File: config.mk
export PLATFORM = sky130hd
export DESIGN_NAME = colour_scan_sequencer
export DESIGN_NICKNAME = d
export VERILOG_FILES = /design/src/rtl/colour_scan_sequencer.sv
export SDC_FILE = /design/constraint.sdc
export NUM_CORES = 1
export LEC_CHECK = 0
export BUFFER_PORTS_ARGS = -buffer_cell sky130_fd_sc_hd__buf_2
export CAP_MARGIN = 10
export CORE_MARGIN = 1.5
export CORE_UTILIZATION = 45
export DETAILED_ROUTE_END_ITERATION = 6
export HOLD_SLACK_MARGIN = 0.1
export PLACE_DENSITY = 0.71
export SLEW_MARGIN = 20
export SYNTH_ARGS = -nofsm -noshare
export SYNTH_HDL_FRONTEND = slang
export SYNTH_SLANG_ARGS = --single-unit
File: constraint.sdc
create_clock -name clk -period 6.1 [get_ports clk]
set_input_delay 0.915 -clock clk [delete_from_list [all_inputs] [get_ports clk]]
set_output_delay 0.915 -clock clk [all_outputs]
set_load 0.01 [all_outputs]
File: src/rtl/colour_scan_sequencer.sv
`timescale 1ns/1ps
// colour_scan_sequencer: one RGB scan of a TCS3200-style sensor. Selects each
// filter, lets it settle, counts synchronised freq edges over a gate window,
// then classifies the dominant colour and drives the status LED.
// Build option: COLOUR_CONTINUOUS_EN -> rescan forever after reset release.
//
// state   | meaning
// IDLE    | sensor powered down (s=0000), waiting for start
// SETTLE  | filter selected, edges ignored while the sensor output settles
// MEASURE | counting edge pulses for GATE_CYCLES clocks
// DECIDE  | one cycle: classify shadows, publish results, pulse done
module colour_scan_sequencer #(
    parameter int SETTLE_CYCLES = 1000,
    parameter int GATE_CYCLES   = 100000,
    parameter int CNT_W         = 16,
    parameter int MIN_COUNT     = 8
) (
    input  logic             clk,
    input  logic             rst,
    input  logic             start,
    input  logic             freq,
    output logic [3:0]       s,
    output logic             busy,
    output logic             done,
    output logic [CNT_W-1:0] red_cnt,
    output logic [CNT_W-1:0] green_cnt,
    output logic [CNT_W-1:0] blue_cnt,
    output logic [1:0]       colour,
    output logic [2:0]       led
);

    typedef enum logic [1:0] {IDLE, SETTLE, MEASURE, DECIDE} state_t;
    typedef enum logic [1:0] {CH_R, CH_G, CH_B} ch_t;

    localparam int TMR_MAX = (SETTLE_CYCLES > GATE_CYCLES) ? SETTLE_CYCLES : GATE_CYCLES;
    localparam int TMR_W   = $clog2(TMR_MAX + 1);
    localparam logic [TMR_W-1:0] SETTLE_LOAD = TMR_W'(SETTLE_CYCLES - 1);
    localparam logic [TMR_W-1:0] GATE_LOAD   = TMR_W'(GATE_CYCLES - 1);
    localparam logic [CNT_W-1:0] CNT_MAX     = '1;

    state_t             state_q, state_d;
    ch_t                ch_q, ch_d;
    logic [TMR_W-1:0]   timer_q, timer_d;
    logic [CNT_W-1:0]   cnt_q, cnt_d, cnt_inc;
    logic [CNT_W-1:0]   red_sh_q, red_sh_d, grn_sh_q, grn_sh_d, blu_sh_q, blu_sh_d;
    logic [CNT_W-1:0]   red_out_q, red_out_d, grn_out_q, grn_out_d, blu_out_q, blu_out_d;
    logic [1:0]         colour_q, colour_d;
    logic [2:0]         led_q, led_d;
    logic               freq_s1_q, freq_s1_d, freq_s2_q, freq_s2_d, freq_dly_q, freq_dly_d;
    logic               edge_pulse, launch, in_decide;
    logic [CNT_W-1:0]   dec_max;
    logic [1:0]         dec_colour;
    logic [2:0]         dec_led;

    // Synchroniser chain for the asynchronous sensor output and its rising-edge pulse
    always_comb begin
        freq_s1_d  = freq;
        freq_s2_d  = freq_s1_q;
        freq_dly_d = freq_s2_q;
        edge_pulse = freq_s2_q & ~freq_dly_q;
    end

`ifdef COLOUR_CONTINUOUS_EN
    assign launch = 1'b1;
`else
    assign launch = start;
`endif

    // Saturating increment of the working counter
    always_comb begin
        cnt_inc = cnt_q;
        if (edge_pulse && (cnt_q != CNT_MAX)) cnt_inc = cnt_q + 1'b1;
    end

    // Classification: max of shadows, ties resolved red > green > blue
    always_comb begin
        dec_max    = red_sh_q;
        dec_colour = 2'b01;
        if ((red_sh_q >= grn_sh_q) && (red_sh_q >= blu_sh_q)) begin
            dec_max    = red_sh_q;
            dec_colour = 2'b01;
        end else if (grn_sh_q >= blu_sh_q) begin
            dec_max    = grn_sh_q;
            dec_colour = 2'b10;
        end else begin
            dec_max    = blu_sh_q;
            dec_colour = 2'b11;
        end
        if (int'(dec_max) < MIN_COUNT) dec_colour = 2'b00;
        case (dec_colour)
            2'b01:   dec_led = 3'b100;
            2'b10:   dec_led = 3'b010;
            2'b11:   dec_led = 3'b001;
            default: dec_led = 3'b000;
        endcase
    end

    // Next-state, timer, counter and result-register logic
    always_comb begin
        state_d   = state_q;
        ch_d      = ch_q;
        timer_d   = timer_q;
        cnt_d     = cnt_q;
        red_sh_d  = red_sh_q;
        grn_sh_d  = grn_sh_q;
        blu_sh_d  = blu_sh_q;
        red_out_d = red_out_q;
        grn_out_d = grn_out_q;
        blu_out_d = blu_out_q;
        colour_d  = colour_q;
        led_d     = led_q;
        case (state_q)
            IDLE: begin
                if (launch) begin
                    state_d = SETTLE;
                    ch_d    = CH_R;
                    timer_d = SETTLE_LOAD;
                    cnt_d   = '0;
                end
            end
            SETTLE: begin
                if (timer_q == '0) begin
                    state_d = MEASURE;
                    timer_d = GATE_LOAD;
                end else begin
                    timer_d = timer_q - 1'b1;
                end
            end
            MEASURE: begin
                cnt_d = cnt_inc;
                if (timer_q == '0) begin
                    case (ch_q)
                        CH_R:    red_sh_d = cnt_inc;
                        CH_G:    grn_sh_d = cnt_inc;
                        default: blu_sh_d = cnt_inc;
                    endcase
                    if (ch_q == CH_B) begin
                        state_d = DECIDE;
                    end else begin
                        ch_d    = (ch_q == CH_R) ? CH_G : CH_B;
                        cnt_d   = '0;
                        timer_d = SETTLE_LOAD;
                        state_d = SETTLE;
                    end
                end else begin
                    timer_d = timer_q - 1'b1;
                end
            end
            DECIDE: begin
                red_out_d = red_sh_q;
                grn_out_d = grn_sh_q;
                blu_out_d = blu_sh_q;
                colour_d  = dec_colour;
                led_d     = dec_led;
`ifdef COLOUR_CONTINUOUS_EN
                state_d   = SETTLE;
                ch_d      = CH_R;
                timer_d   = SETTLE_LOAD;
                cnt_d     = '0;
`else
                state_d   = IDLE;
`endif
            end
            default: state_d = IDLE;
        endcase
    end

    // Outputs: results show the fresh classification during DECIDE, then hold
    always_comb begin
        in_decide = (state_q == DECIDE);
        busy      = (state_q != IDLE);
        done      = in_decide;
        red_cnt   = in_decide ? red_sh_q : red_out_q;
        green_cnt = in_decide ? grn_sh_q : grn_out_q;
        blue_cnt  = in_decide ? blu_sh_q : blu_out_q;
        colour    = in_decide ? dec_colour : colour_q;
        led       = in_decide ? dec_led : led_q;
        case (ch_q)
            CH_R:    s = 4'b0001;
            CH_G:    s = 4'b1101;
            default: s = 4'b1001;
        endcase
        if (state_q == IDLE) s = 4'b0000;
    end

    // State and datapath registers with synchronous reset
    always_ff @(posedge clk) begin
        if (rst) begin
            state_q    <= IDLE;
            ch_q       <= CH_R;
            timer_q    <= '0;
            cnt_q      <= '0;
            red_sh_q   <= '0;
            grn_sh_q   <= '0;
            blu_sh_q   <= '0;
            red_out_q  <= '0;
            grn_out_q  <= '0;
            blu_out_q  <= '0;
            colour_q   <= 2'b00;
            led_q      <= 3'b000;
            freq_s1_q  <= 1'b0;
            freq_s2_q  <= 1'b0;
            freq_dly_q <= 1'b0;
        end else begin
            state_q    <= state_d;
            ch_q       <= ch_d;
            timer_q    <= timer_d;
            cnt_q      <= cnt_d;
            red_sh_q   <= red_sh_d;
            grn_sh_q   <= grn_sh_d;
            blu_sh_q   <= blu_sh_d;
            red_out_q  <= red_out_d;
            grn_out_q  <= grn_out_d;
            blu_out_q  <= blu_out_d;
            colour_q   <= colour_d;
            led_q      <= led_d;
            freq_s1_q  <= freq_s1_d;
            freq_s2_q  <= freq_s2_d;
            freq_dly_q <= freq_dly_d;
        end
    end

endmodule

==> flow_summary.yaml, run 1 <==
outcome:
  status: "finished clean"
power:
  cellLeakagePower_nw: 3.45
  power.density_nw_per_um2: 281
  ir_worst_vdd_uv: 185
  power_w: 0.00236
clock_tree:
  clock_latency_ps: 430
  cts.sinks: 141
  clk_pin_slew_ps: 60
  root_buffer: "clkbuf_16"
  htreeDepth: 4
  cts_setup_buffers: 0
  cts_tree: "built"
  hold_buffers: 0
  cts_buffers: 17
  cts_resized: 0
  clockBufferDepth: 2
worst_setup_path:
  critPathRequiredTime_ps: 5180
  critPathMaxFanout: 5
  r2r_slack_ps: 2760
  worstSetupEndpoint: "colour[0]"
  critPathKind: "reg -> out"
  crit_arrival_ps: 3080
  timing.rr.end: "red_sh_q[13]"
  endpoint_kind: "output port"
  crit_start: "grn_sh_q[15]"
  start_kind: "register"
  r2r_cells: 8
  worstReg2RegStart: "timer_q[0]"
cells_and_area:
  final_cell_mix: "dfxtp_1, nand2_1, a21oi_1, buf_2, nor2_1"
  mostFrequentLayoutCell: "dfxtp_1"
  synthToLayoutAreaGrowth_pct: 13.6
  diodes: 0
  layout.cells.non_filler: 1105
  fin_nets: 936
  final_util_pct: 52.6
  seq_area_um2: 2820
  final.fill_count: 1488
  drive_gt1_share_pct: 17.8
  multi_input_comb_area_um2: 4220
grt:
  use_met3_pct: 4.13
  grt_pass1_wl_um: 30200
  antenna_found_initial: 0
  top_usage_layer: "met2"
  grt_use_met1_pct: 28.7
  grt-ovfl-total: 0
  grtUsageMet2_pct: 35.0
  gr-usage-all-layers_pct: 21.9
  grt_max_degree: 77
  grt_pass1_vias: 5719
yosys:
  ys.flop_type: "dfxtp_1"
  syn_nets: 893
  ys_seq_elements: 141
  yosys.area.top_type_share_pct: 38.2
  ys_types: 67
  synthesis.area_um2: 7390
  ys_warn_count: 0
  synth_area_leaders: "dfxtp_1, ha_1, mux2_2"
  synthArstFlopShare_pct: 0
  yosysTopAreaCell: "dfxtp_1"
  syn_avg_cell_area_um2: 8.85
  yosysSeqAreaShare_pct: 38.2
  syn_inst: 835
  synth_edf_count: 0
place:
  placed_cells: 1075
  post-place-ws_ps: 2590
  place_congestion: 0.907
  dpl.hpwl_um: 13300
  portBuffers: 61
routing:
  wirelength_um: 18500
  drtIter0Drc: 508
  drt_first_pass_iters: 5
  num_vias: 6276
  route.detailed.drc: 0
  drt.antenna.violating_nets: 0
  wl_per_cell_um: 16.7
  vias_per_cell: 5.68
floorplanning:
  die_h_um: 131
  initial_core_util_pct: 46.3
  pin_count: 63
  fp.dieArea_um2: 17200
  coreArea_um2: 15900
  die_w_um: 131
  rows: 46
sta:
  fmax_mhz: 250
  final_hold_viol_count: 0
  worst_pin_slew_ps: 970
  rsz0062_at_grt: "false"
  fin_crit_ps: 4000
  relSlewSlack_pct: 33.7
  setup_viol: 0
  final.setup.worst_slack_ps: 2100
  setup_tns_ps: 0
  report.final.slew_viol_count: 0
  post-route-period-util_pct: 65.5
  clock_skew_ps: 7.53
flow_run:
  maxCapViolCount: 0
min_path:
  worstHoldPathType: "reg -> reg"
[stage by stage]
stage,hold slack (ps),instance area [um^2]
final,435,8390
after CTS,442,8380
after floorplan,414,7390
after global placement,434,7810
after global routing,468,8390
after detailed placement,428,7810
[synthesized netlist by cell type (7+ instances only)]
| master | count |
|---|---|
| dfxtp_1 | 141 |
| nor4_1 | 10 |
| inv_1 | 44 |
| o21ai_0 | 31 |
| a21oi_1 | 63 |
| a211oi_1 | 31 |
| nand3_1 | 17 |
| xor2_1 | 8 |
| nor2_1 | 54 |
| nand2_1 | 71 |
| and3_1 | 11 |
| nor3_1 | 11 |
| and2_1 | 53 |
| clkbuf_1 | 26 |
| mux2_2 | 49 |
| a21o_1 | 7 |
| nand4_1 | 10 |
| xnor2_1 | 9 |
| or3_1 | 9 |
| ha_1 | 54 |
| buf_2 | 8 |
| nor2b_1 | 9 |
| o21ai_1 | 10 |
| nand2b_1 | 11 |
[where the power goes]
part           internal (W)  leakage [nW]  total, W  switching [W]
logic              0.000123          2.03  0.000357       0.000234
registers          0.000948          1.14  0.000980      0.0000319
clock network      0.000637         0.285   0.00102       0.000386
total               0.00171          3.45   0.00236       0.000652
[worst min-delay path by stage]
stage	from	to	cells past startpoint
floorplan	freq_s1_q	freq_dly_d	1
global placement	freq_s1_q	freq_dly_d	1
detailed placement	freq_s1_q	freq_dly_d	1
CTS	freq_s1_q	freq_dly_d	1
global route	freq_s1_q	freq_dly_d	1
finish	freq_s1_q	freq_dly_d	1
[registers in the layout, summed over array words and instances (netlist names)]
| name | cells |
|---|---|
| grn_out_q | 16 |
| freq_s1_q | 1 |
| freq_dly_q | 1 |
| cnt_q | 16 |
| red_out_q | 16 |
| state_q | 2 |
| blu_sh_q | 16 |
| red_sh_q | 16 |
| freq_dly_d | 1 |
| grn_sh_q | 16 |
| led_q | 3 |
| timer_q | 17 |
| ch_q | 2 |
| blu_out_q | 16 |
| colour_q | 2 |
[critical path, stage by stage, from the launching register on]
cell      delay, ps
dfxtp_1         430
inv_1            70
ha_1            280
and3_1          180
a221oi_1        410
o211ai_1        150
o31ai_1         600
o211ai_1        250
nand3_1         140
buf_2           130
[cell type report]
type                    instances  area share [%]
multi-input cells             609            50.3
well taps                     216            3.22
flip-flops and latches        141            33.6
clock inverters                 7            1.04
clock buffers                  23            5.82
repair buffers                 65            4.00
inverters                      44            1.97
[metal layers]
layer	wire (um)	vias to the layer above
met5	0	-
met4	515	0
met3	848	33
met2	8560	192
met1	8550	2968
li1	-	3083
[cell families (layout without fill, tap and decap cells)]
kind of cell	count (synthesis)	in the layout	share of synthesized area (%)
AOI/OAI and AO/OA	200	200	17.7
buffers and inverters	85	139	4.76
adders and majority gates	54	54	9.15
DFF	141	141	38.2
muxes	49	49	7.47
and+or+nand+nor	288	288	20.6
xor gates and xnor gates	17	17	2.02
other	1	1	0.0508
No activity file was read; power rests on OpenSTA's default activity.
==> run 2: changes to the inputs <==
clock period = 3.7 ns   (was 6.1 ns; I/O delays follow)
==> run 2 against run 1 <==
Sequential share of layout area shrank 0.56 points. Combinational power is 70% higher. Global-route usage rose by 0.45 points. Non-clock buffer count rose by 4. Critical path depth unchanged. Via count up 1.1%. Clock skew barely moved. Routed wire length increased by 2.0%. Cell count increased by 0.54%. Critical path type unchanged. Critical endpoint unchanged.
==> flow_summary.yaml, run 2 (same netlist as run 1, synthesis figures left out) <==
worst_setup_path:
  critPathKind: "reg -> out"
  endpoint_kind: "output port"
  critPathMaxFanout: 4
  worstReg2RegStart: "timer_q[0]"
  start_kind: "register"
  crit_start: "blu_sh_q[10]"
  critPathRequiredTime_ps: 3140
  crit_arrival_ps: 2930
place:
  post-place-ws_ps: 619
  portBuffers: 61
  place_congestion: 0.917
  dpl.hpwl_um: 13600
routing:
  drtIter0Drc: 589
  wirelength_um: 18800
  vias_per_cell: 5.71
  num_vias: 6346
  route.detailed.drc: 0
  drt_first_pass_iters: 5
  wl_per_cell_um: 16.9
  drt.antenna.violating_nets: 0
floorplanning:
  pin_count: 63
  fp.dieArea_um2: 17200
  initial_core_util_pct: 46.3
  die_w_um: 131
  coreArea_um2: 15900
  rows: 46
  die_h_um: 131
outcome:
  status: "finished clean"
cells_and_area:
  fin_nets: 940
  synthToLayoutAreaGrowth_pct: 15.5
  mostFrequentLayoutCell: "dfxtp_1"
  final_cell_mix: "dfxtp_1, nand2_1, a21oi_1, buf_2, nor2_1"
  diodes: 0
  drive_gt1_share_pct: 18.4
  final_util_pct: 53.5
  regMostFlops: "timer_q"
  largest_reg_flops: 17
  seq_area_um2: 2820
  final.fill_count: 1451
  multi_input_comb_area_um2: 4230
clock_tree:
  cts_buffers: 17
  cts.sinks: 141
  hold_buffers: 0
  clock_latency_ps: 430
  clk_pin_slew_ps: 60
  cts_tree: "built"
  root_buffer: "clkbuf_16"
  clockBufferDepth: 2
  htreeDepth: 4
min_path:
  worstHoldStart: "freq"
  worstHoldPathType: "in -> reg"
sta:
  clock_skew_ps: 7.57
  setup_tns_ps: 0
  final.setup.worst_slack_ps: 220
  fin_crit_ps: 3480
  relSlewSlack_pct: 31.0
  setup_viol: 0
  worst_pin_slew_ps: 1010
  final_hold_viol_count: 0
  fmax_mhz: 287
  report.final.slew_viol_count: 0
  post-route-period-util_pct: 94.1
grt:
  grt_max_degree: 58
  grt-ovfl-total: 0
  grt_pass1_vias: 5831
  gr-usage-all-layers_pct: 22.4
  grt_pass1_wl_um: 30600
  antenna_found_initial: 0
flow_run:
  maxCapViolCount: 0
power:
  power.density_nw_per_um2: 488
  cellLeakagePower_nw: 3.51
  power_w: 0.00416
  ir_worst_vdd_uv: 288
## run 2: cell types whose count changed in the layout (fill, tap and decap cells not counted), sizes merged
cell,previous run,this run
clkinv,4,3
buf,65,69
clkinvlp,1,2
clkbuf,23,21
bufinv,2,6
## run 2: layout make-up
class	count	share of cell area [%]
Multi-Input combinational cell	609	49.6
Sequential cell	141	33.1
Clock buffer	21	5.28
Timing Repair Buffer	69	4.43
Tap cell	216	3.17
Clock inverter	11	2.51
Inverter	44	1.94
## run 2: worst max-delay path: stages (launching register included)
cell and delay (ps):
dfxtp_1 410, inv_1 90, ha_1 310, a21oi_1 170
a21boi_0 110, o21ba_2 220, nor4_1 620, o211ai_1 290
nand3_1 140, buf_2 130
## run 2: per-stage QoR
| stage | cell area (um^2) | instances | hold slack (ps) |
|---|---|---|---|
| 2_1_floorplan | 7390 | 835 | 414 |
| 3_3_place_gp | 7850 | 1079 | 431 |
| 3_5_place_dp | 7850 | 1079 | 432 |
| 4_1_cts | 8520 | 1111 | 318 |
| 5_1_grt | 8530 | 1111 | 329 |
| 6_report | 8530 | 1111 | 334 |
## run 2: power by group
part           internal (W)  total [W]  leakage [nW]  switching [W]
Combinational      0.000218   0.000608          2.06       0.000391
Sequential          0.00156    0.00162          1.14      0.0000558
Clock               0.00128    0.00194         0.317       0.000657
Total               0.00306    0.00416          3.51        0.00110
## run 2: routing by layer
layer	global-route usage [%]	vias to the layer above	routed length, um
met5	0	-	0
met4	11.2	0	616
met3	4.48	48	848
met2	35.3	190	8850
met1	29.1	3003	8510
li1	-	3105	-
## run 2: final timing paths
path,to,slack [ps],cells after the start
setup / recovery,colour[0],220,9
hold reg to reg,freq_dly_d,440,1
hold / removal,freq_s1_q,330,2
setup reg to reg,timer_q[1],620,8
## run 2: repair_timing
item | CTS | global route
setup endpoints to repair | 0 | 5
gates resized for setup | 0 | 2
setup buffers | 0 | 0
==> run 3: changes to the inputs <==
CORE_MARGIN = 2   (was 1.5)
clock period = 3.5 ns   (was 3.7 ns; I/O delays follow)
==> run 3 against run 2 <==
Cell count increased by 0.36%. Sequential share of layout area about the same. Clock power about the same. Worst setup slack got worse by 140 ps. Clock skew grew 5.2 ps. Critical path depth stayed put. First-iteration DRC count is 16% lower. Die area rose by 1.5%. Count of clock-buffer cells in the layout rose by 1. Largest cell class unchanged. Largest power group unchanged.
==> flow_summary.yaml, run 3 (same netlist as run 1, synthesis figures left out) <==
grt:
  grt_pass1_vias: 5879
  grt_max_degree: 54
  gr-usage-all-layers_pct: 21.7
  grt_pass1_wl_um: 30400
  antenna_found_initial: 0
  grt-ovfl-total: 0
flow_run:
  maxCapViolCount: 0
worst_setup_path:
  slowest_delay_ps: 440
  endpoint_kind: "output port"
  cp_top_family: "simple AND/OR/NAND/NOR gates"
  crit_slowest_cell: "dfxtp_1"
  critPathMaxFanout: 5
  path_cells: "inv_1 -> ha_1 -> and4_1 -> nand3_1 -> a31oi_1 -> o31ai_4 -> or3_1 -> nand3_1 -> buf_2"
  r2r_slack_ps: 320
  r2r_cells: 8
  worstReg2RegStart: "timer_q[0]"
  critPathRequiredTime_ps: 2970
  crit_arrival_ps: 2890
  critPathKind: "reg -> out"
  timing.rr.end: "timer_q[1]"
  cpMostUsedCell: "nand3_1"
  path_buf_inv: 2
  start_kind: "register"
sta:
  setup_tns_ps: 0
  fmax_mhz: 293
  clock_skew_ps: 12.8
  rsz0062_at_grt: "false"
  whs_ps: 314
  worst_pin_slew_ps: 1000
  post-route-period-util_pct: 97.6
  final_hold_viol_count: 0
  fin_crit_ps: 3420
  relSlewSlack_pct: 33.0
  report.final.slew_viol_count: 0
  setup_viol: 0
clock_tree:
  hold_buffers: 0
  clockBufferDepth: 2
  cts_setup_buffers: 0
  root_buffer: "clkbuf_16"
  clk_pin_slew_ps: 60
  cts_buffers: 17
  cts_tree: "built"
  cts.sinks: 141
  htreeDepth: 4
  clock_latency_ps: 430
routing:
  num_vias: 6323
  drt_first_pass_iters: 5
  route.detailed.drc: 0
  wirelength_um: 19000
  vias_per_cell: 5.67
  drt.antenna.violating_nets: 0
  drtIter0Drc: 492
  wl_per_cell_um: 17.0
power:
  cellLeakagePower_nw: 3.52
  ir_worst_vdd_uv: 361
  power.density_nw_per_um2: 502
cells_and_area:
  synthToLayoutAreaGrowth_pct: 15.6
  diodes: 0
  drive_gt1_share_pct: 18.9
  fin_nets: 944
  mostFrequentLayoutCell: "dfxtp_1"
  regMostFlops: "timer_q"
  largest_reg_flops: 17
  final_cell_mix: "dfxtp_1, nand2_1, a21oi_1, buf_2, nor2_1"
floorplanning:
  coreArea_um2: 15900
  initial_core_util_pct: 46.3
  fp.dieArea_um2: 17500
  pin_count: 63
  die_w_um: 132
  rows: 46
  die_h_um: 132
place:
  portBuffers: 61
  dpl.hpwl_um: 13500
  place_congestion: 0.939
outcome:
  status: "finished clean"
min_path:
  worstHoldStart: "freq"
  worstHoldPathType: "in -> reg"
  whs_path_depth: 2
  min_delay_worst_endpoint: "freq_s1_q"
==> run 3: cell count changes in the layout (fill, tap and decap cells not counted) <==
cell and delta:
o31ai_4 +1, a221oi_2 +1, o31ai_2 -1, clkbuf_8 +1, buf_4 +4, clkinv_4 +1, a221oi_1 -1, bufinv_16 -2
==> run 3: worst max-delay path by stage <==
stage / start / end / slack (ps) / cells past startpoint
after floorplan: timer_q[0] / timer_q[8] / 860 / 10
after global placement: grn_sh_q[15] / colour[0] / 530 / 9
after detailed placement: timer_q[0] / timer_q[1] / 390 / 8
after CTS: red_sh_q[0] / colour[0] / 140 / 10
after global routing: red_sh_q[0] / colour[1] / 0.5 / 10
final: grn_sh_q[9] / colour[0] / 80 / 9
==> run 3: per-stage QoR <==
step | cells | total power, W | setup WS (ps) | instance area, um^2 | util (%)
2_1_floorplan | 835 | 0.00223 | 857 | 7390 | -
3_3_place_gp | 1083 | 0.00237 | 530 | 7880 | 49.4
3_5_place_dp | 1083 | 0.00237 | 392 | 7880 | 49.4
4_1_cts | 1115 | 0.00429 | 135 | 8510 | 53.4
5_1_grt | 1115 | 0.00445 | 0.450 | 8540 | 53.6
6_report | 1115 | 0.00428 | 84.4 | 8540 | 53.6
==> run 3: cell type report <==
| class | count | area [um^2] |
|---|---|---|
| clock buffers | 22 | 464 |
| repair buffers | 73 | 408 |
| flip-flops and latches | 141 | 2820 |
| well taps | 216 | 270 |
| fillers | 1470 | 7400 |
| clock inverters | 10 | 163 |
| inverters | 44 | 165 |
| multi-input cells | 609 | 4250 |
==> run 3: layer usage <==
layer,global-route usage (%),part of all wire (%),wire (um),vias up
met2,34.2,46,8800,160
met5,0,0,0,-
met1,28.6,47,8820,3025
met3,4.58,4.1,771,37
li1,-,-,-,3101
met4,9.60,3.0,572,0
==> run 3: where the power goes <==
group / switching (W) / internal, W
sequential: 0.0000581 / 0.00165
combinational: 0.000420 / 0.000234
clock: 0.000691 / 0.00123
total: 0.00117 / 0.00312
==> run 3: repair_timing <==
| action | CTS | global route |
|---|---|---|
| resized for setup | 1 | 3 |
| setup endpoints to repair | 2 | 5 |
| pin swaps | 0 | 1 |
